===== src/rtl/pulp_pwr_ctrl_pkg.sv =====
// pulp_pwr_ctrl_pkg: shared state encoding, counter width and reload helper
// for the power-domain controller.
package pulp_pwr_ctrl_pkg;

    localparam int unsigned CNT_W = 8;

    typedef enum logic [2:0] {
        OFF     = 3'd0,
        UP_WAIT = 3'd1,
        RESTORE = 3'd2,
        DEISO   = 3'd3,
        ON      = 3'd4,
        ISO     = 3'd5,
        SAVE    = 3'd6,
        DN_WAIT = 3'd7
    } pwr_state_e;

    // A state held for N cycles loads N-1; the counter expires on reaching zero.
    function automatic logic [CNT_W-1:0] cnt_reload(input int unsigned cycles);
        int unsigned v;
        v = (cycles == 0) ? 0 : cycles - 1;
        return v[CNT_W-1:0];
    endfunction

endpackage


===== src/rtl/pulp_pwr_delay_cnt.sv =====
// pulp_pwr_delay_cnt: loadable down-counter that stops at zero and flags it.
module pulp_pwr_delay_cnt
    import pulp_pwr_ctrl_pkg::*;
(
    input  logic             clk,
    input  logic             rst_n,
    input  logic             load,
    input  logic [CNT_W-1:0] load_val,
    output logic             zero
);

    logic [CNT_W-1:0] count_q;

    // Load has priority; otherwise count down and hold at zero.
    always_ff @(posedge clk or negedge rst_n) begin
        if (!rst_n) begin
            count_q <= '0;
        end else if (load) begin
            count_q <= load_val;
        end else if (count_q != '0) begin
            count_q <= count_q - {{(CNT_W-1){1'b0}}, 1'b1};
        end
    end

    assign zero = (count_q == '0);

endmodule


===== src/rtl/pulp_pwr_domain_ctrl.sv =====
// pulp_pwr_domain_ctrl: sequences power switch, retention, level shifters and
// isolation clamps for one switchable domain.
// Optional feature macro: PULP_PWR_RETENTION_EN adds the RESTORE and SAVE
// states with their retention strobes; without it the strobes are tied low.
//
// Handshake: pwr_req_i is a level request sampled only in OFF and ON; a
// started sequence always runs to completion. pwr_sw_en_o/pwr_sw_ack_i is a
// level handshake with the switch chain: ack follows enable after the chain
// settles, and each wait is bounded by SW_TIMEOUT cycles (sticky err_o).
module pulp_pwr_domain_ctrl
    import pulp_pwr_ctrl_pkg::*;
#(
    parameter int unsigned ISO_CYCLES  = 4,
    parameter int unsigned SAVE_CYCLES = 2,
    parameter int unsigned SW_TIMEOUT  = 255
) (
    input  logic       clk_i,
    input  logic       rst_ni,
    input  logic       pwr_req_i,
    input  logic       pwr_sw_ack_i,
    output logic       pwr_sw_en_o,
    output logic       iso_en_o,
    output logic       ls_en_o,
    output logic       ret_save_o,
    output logic       ret_restore_o,
    output logic       busy_o,
    output logic       pwr_on_o,
    output logic       err_o,
    output pwr_state_e state_o
);

    pwr_state_e       state_q, state_d;
    logic             timeout;
    logic             cnt_load, cnt_zero;
    logic [CNT_W-1:0] cnt_load_val;
    logic             sw_en_d, iso_en_d, ls_en_d, busy_d, pwr_on_d;
    logic             sw_en_q, iso_en_q, ls_en_q, busy_q, pwr_on_q, err_q;
`ifdef PULP_PWR_RETENTION_EN
    logic             ret_save_d, ret_restore_d, ret_save_q, ret_restore_q;
`endif

    // Every state entry reloads the shared counter with that state's duration.
    assign cnt_load = (state_d != state_q);

    pulp_pwr_delay_cnt u_delay_cnt (
        .clk      (clk_i),
        .rst_n    (rst_ni),
        .load     (cnt_load),
        .load_val (cnt_load_val),
        .zero     (cnt_zero)
    );

    // State register plus registered outputs decoded from the next state.
    always_ff @(posedge clk_i or negedge rst_ni) begin
        if (!rst_ni) begin
            state_q  <= OFF;
            sw_en_q  <= 1'b0;
            iso_en_q <= 1'b1;
            ls_en_q  <= 1'b0;
            busy_q   <= 1'b0;
            pwr_on_q <= 1'b0;
            err_q    <= 1'b0;
        end else begin
            state_q  <= state_d;
            sw_en_q  <= sw_en_d;
            iso_en_q <= iso_en_d;
            ls_en_q  <= ls_en_d;
            busy_q   <= busy_d;
            pwr_on_q <= pwr_on_d;
            err_q    <= err_q | timeout;
        end
    end

`ifdef PULP_PWR_RETENTION_EN
    // Retention strobes are registered alongside the other outputs.
    always_ff @(posedge clk_i or negedge rst_ni) begin
        if (!rst_ni) begin
            ret_save_q    <= 1'b0;
            ret_restore_q <= 1'b0;
        end else begin
            ret_save_q    <= ret_save_d;
            ret_restore_q <= ret_restore_d;
        end
    end
    assign ret_save_o    = ret_save_q;
    assign ret_restore_o = ret_restore_q;
`else
    assign ret_save_o    = 1'b0;
    assign ret_restore_o = 1'b0;
`endif

    // Next-state logic; switch waits give up after the counter expires.
    always_comb begin
        state_d = state_q;
        timeout = 1'b0;
        case (state_q)
            OFF: begin
                if (pwr_req_i) state_d = UP_WAIT;
            end
            UP_WAIT: begin
                if (pwr_sw_ack_i) begin
`ifdef PULP_PWR_RETENTION_EN
                    state_d = RESTORE;
`else
                    state_d = DEISO;
`endif
                end else if (cnt_zero) begin
                    timeout = 1'b1;
                    state_d = OFF;
                end
            end
`ifdef PULP_PWR_RETENTION_EN
            RESTORE: begin
                if (cnt_zero) state_d = DEISO;
            end
`endif
            DEISO: begin
                if (cnt_zero) state_d = ON;
            end
            ON: begin
                if (!pwr_req_i) state_d = ISO;
            end
            ISO: begin
                if (cnt_zero) begin
`ifdef PULP_PWR_RETENTION_EN
                    state_d = SAVE;
`else
                    state_d = DN_WAIT;
`endif
                end
            end
`ifdef PULP_PWR_RETENTION_EN
            SAVE: begin
                if (cnt_zero) state_d = DN_WAIT;
            end
`endif
            DN_WAIT: begin
                if (!pwr_sw_ack_i) begin
                    state_d = OFF;
                end else if (cnt_zero) begin
                    timeout = 1'b1;
                    state_d = OFF;
                end
            end
            default: state_d = OFF;
        endcase
    end

    // Output decode of the next state and its counter reload value.
    always_comb begin
        sw_en_d      = 1'b0;
        iso_en_d     = 1'b1;
        ls_en_d      = 1'b0;
        busy_d       = 1'b1;
        pwr_on_d     = 1'b0;
        cnt_load_val = '0;
`ifdef PULP_PWR_RETENTION_EN
        ret_save_d    = 1'b0;
        ret_restore_d = 1'b0;
`endif
        case (state_d)
            OFF: busy_d = 1'b0;
            UP_WAIT: begin
                sw_en_d      = 1'b1;
                cnt_load_val = cnt_reload(SW_TIMEOUT);
            end
`ifdef PULP_PWR_RETENTION_EN
            RESTORE: begin
                sw_en_d       = 1'b1;
                ret_restore_d = 1'b1;
                cnt_load_val  = cnt_reload(SAVE_CYCLES);
            end
`endif
            DEISO: begin
                sw_en_d      = 1'b1;
                ls_en_d      = 1'b1;
                cnt_load_val = cnt_reload(ISO_CYCLES);
            end
            ON: begin
                sw_en_d  = 1'b1;
                ls_en_d  = 1'b1;
                iso_en_d = 1'b0;
                busy_d   = 1'b0;
                pwr_on_d = 1'b1;
            end
            ISO: begin
                sw_en_d      = 1'b1;
                ls_en_d      = 1'b1;
                cnt_load_val = cnt_reload(ISO_CYCLES);
            end
`ifdef PULP_PWR_RETENTION_EN
            SAVE: begin
                sw_en_d      = 1'b1;
                ls_en_d      = 1'b1;
                ret_save_d   = 1'b1;
                cnt_load_val = cnt_reload(SAVE_CYCLES);
            end
`endif
            DN_WAIT: cnt_load_val = cnt_reload(SW_TIMEOUT);
            default: busy_d = 1'b0;
        endcase
    end

    assign pwr_sw_en_o = sw_en_q;
    assign iso_en_o    = iso_en_q;
    assign ls_en_o     = ls_en_q;
    assign busy_o      = busy_q;
    assign pwr_on_o    = pwr_on_q;
    assign err_o       = err_q;
    assign state_o     = state_q;

endmodule


===== config.mk =====
export PLATFORM = sky130hd
export DESIGN_NAME = pulp_pwr_domain_ctrl
export DESIGN_NICKNAME = d
export VERILOG_FILES = /design/src/rtl/pulp_pwr_ctrl_pkg.sv /design/src/rtl/pulp_pwr_delay_cnt.sv /design/src/rtl/pulp_pwr_domain_ctrl.sv
export SDC_FILE = /design/constraint.sdc
export NUM_CORES = 1
export LEC_CHECK = 0
export CORE_MARGIN = 2
export CORE_UTILIZATION = 55
export CTS_BUF_LIST = sky130_fd_sc_hd__clkbuf_8
export CTS_CLUSTER_SIZE = 10
export DETAILED_ROUTE_END_ITERATION = 8
export PLACE_DENSITY = 0.8
export SKIP_CTS_REPAIR_TIMING = 1
export SLEW_MARGIN = 10
export SYNTH_ARGS = -nofsm -noshare
export SYNTH_HDL_FRONTEND = slang
export SYNTH_SLANG_ARGS = --single-unit

===== constraint.sdc =====
create_clock -name clk_i -period 2.1 [get_ports clk_i]
set_input_delay 0.315 -clock clk_i [delete_from_list [all_inputs] [get_ports clk_i]]
set_output_delay 0.315 -clock clk_i [all_outputs]
set_load 0.1 [all_outputs]

==> flow_metrics.env <==
export IMPL_grt_max_degree=19
export IMPL_fin_util=0.6950
export IMPL_finalHoldViolations=0
export IMPL_drt_pass1_iterations=5
export IMPL_io_buffers=12
export IMPL_ys_warn_count=0
export IMPL_cts_tree="yes"
export IMPL_r2r_end="u_delay_cnt.count_q[5]$_DFFE_PN0P_"
export IMPL_worst_r2r_path_depth=7
export IMPL_setup_viol=0
export IMPL_syn_avg_cell_area_um2=9.520
export IMPL_finalMaxSlewViolations=0
export IMPL_die_h_um=47.64
export IMPL_clk_pin_slew_ns=0.06
export IMPL_crit_arrival_ns=2.15
export IMPL_mostFrequentLayoutCell="buf_4"
export IMPL_cap_violations=0
export IMPL_rsz0062_at_grt="no"
export IMPL_cts_buffers=3
export IMPL_wl_per_cell_um=14.48
export IMPL_setup_tns_ns=0
export IMPL_reg2reg_from="u_delay_cnt.count_q[0]$_DFFE_PN0P_"
export IMPL_grt_pass1_wl_um=3594
export IMPL_holdCritPathClass="in2async"
export IMPL_seq_area_frac_synth=0.3835
export IMPL_dieWidth_um=47.64
export IMPL_yosysUniqueCellTypes=47
export IMPL_finClkSkew_ns=0.001998
export IMPL_grt_antenna_before_repair=0
export IMPL_synth_edf_count=0
export IMPL_syn_inst=110
export IMPL_worst_hold_slack_ns=0.3576
export IMPL_post_route_period_util=0.9360
export IMPL_synth_ff_type="dfrtp_1"
export IMPL_path_max_fanout=5
export IMPL_startpoint_type="flip-flop"
export IMPL_h_tree_depth=1
export IMPL_track_usage=0.2244
export IMPL_grt_pass1_vias=836
export IMPL_most_common_layout_cells="buf_4 (17), dfrtp_1 (12), nor2_1 (10), nand2_1 (7)"
export IMPL_end_kind="flip-flop"
export IMPL_final_net_count=131
export IMPL_grt_overflow_total=0
export IMPL_antennaDiodeCount=0
export IMPL_drc=0
export IMPL_required_ns=2.29
export IMPL_fin_crit_ns=1.966
export IMPL_rrSetupSlack_ns=0.13
export IMPL_synth_seq_cells=16
export IMPL_synthArstFlopShare=1.000
export IMPL_core_area_um2=1764
export IMPL_start_util=0.5936
export IMPL_area_growth_pct=17.09
export IMPL_dr_first_iter_drc_count=25
export IMPL_clock_tree_root_cell="clkbuf_8"
export IMPL_dieArea_um2=2269
export IMPL_fmax_mhz=508.8
export IMPL_avgViaCountPerCell=5.691
export IMPL_drive_gt1_frac=0.2661
export IMPL_hpwl_um=1589
export IMPL_fp_row_count=15
export IMPL_pin_count=15
export IMPL_drt_wl_total_um=2158
export IMPL_insertion_delay_ns=0.25
export IMPL_gp_congestion=0.8254
export IMPL_vias=848
export IMPL_critPathKind="reg2reg"
export IMPL_ant_nets=0
export IMPL_cts_sinks=16
export IMPL_synth_area_um2=1047
export IMPL_status="finished clean"
export IMPL_clockBufferDepth=2
[stage by stage]
step / worst slack [ns] / instance area, um2 / cells
floorplan: 0.05701 / 1055 / 111
global placement: 0.1225 / 1179 / 145
detailed placement: 0.08195 / 1179 / 145
CTS: 0.05579 / 1224 / 149
global route: 0.001718 / 1226 / 149
finish: 0.1344 / 1226 / 149
[worst max-delay path by stage]
stage                                       start                                 end  slack, ns  depth (start not counted)
4_1_cts        u_delay_cnt.count_q[0]$_DFFE_PN0P_  u_delay_cnt.count_q[5]$_DFFE_PN0P_       0.06                          7
2_1_floorplan                state_o[0]$_DFF_PN0_  u_delay_cnt.count_q[1]$_DFFE_PN0P_       0.06                          7
3_5_place_dp   u_delay_cnt.count_q[0]$_DFFE_PN0P_  u_delay_cnt.count_q[5]$_DFFE_PN0P_       0.08                          7
3_3_place_gp   u_delay_cnt.count_q[0]$_DFFE_PN0P_  u_delay_cnt.count_q[4]$_DFFE_PN0P_       0.12                          7
6_report       u_delay_cnt.count_q[0]$_DFFE_PN0P_  u_delay_cnt.count_q[5]$_DFFE_PN0P_       0.13                          7
5_1_grt        u_delay_cnt.count_q[0]$_DFFE_PN0P_  u_delay_cnt.count_q[5]$_DFFE_PN0P_      0.002                          7
[metal layers]
layer	wire [um]	vias to the layer above	GRT usage	share of wire
li1	-	415	-	-
met1	1023	400	0.3061	0.47
met2	999	27	0.3514	0.46
met3	95	6	0.03774	0.044
met4	40	0	0.09730	0.019
met5	0	-	0	0
[layout make-up]
class / instances / area [um2]
flip-flops and latches: 16 / 405.4
repair buffers: 20 / 157.7
clock inverters: 1 / 3.754
inverters: 4 / 15.01
fillers: 144 / 538.0
well taps: 25 / 31.28
multi-input cells: 80 / 571.8
clock buffers: 3 / 41.29
[kinds of logic (layout without fill, tap and decap cells)]
kind of cell             count (synthesis)  in the layout  share of synthesized area
other                                    1              2                   0.003581
buffers and inverters                   15             28                    0.07645
AND/OR/NAND/NOR                         42             42                     0.2282
multiplexers                             3              3                    0.02867
AO/OA/AOI/OAI                           26             26                     0.2139
adder cells (fa/ha/maj)                  2              2                    0.02389
XOR/XNOR                                 5              5                    0.04181
flip-flops                              16             16                     0.3835
[registers in the layout, summed over array words and instances, names as in the netlist]
signal and count:
u_delay_cnt.count_q 8, state_o 3, err_o 1, iso_en_o 1
ls_en_o 1, pwr_on_o 1, pwr_sw_en_o 1
[worst max-delay path, stage by stage, from the launching register on]
cell and delay (ns):
dfrtp_1 0.39, inv_1 0.14, ha_1 0.20, nor4b_4 0.31, and2_4 0.23, nor2_1 0.06, a2111oi_4 0.37, o22a_1 0.20
[synth_stat cells (4+ instances only)]
library cell  number  area share
dfrtp_1           15        0.36
inv_1              4       0.014
nand2_1            7       0.025
nor2_1            10       0.036
nor2b_1            4       0.024
nor3_1             5       0.024
o22ai_1            4       0.024
xnor2_1            4       0.033
Power is not shown: default switching activity piles up to over one toggle a cycle in this logic, so the estimate is an artifact.
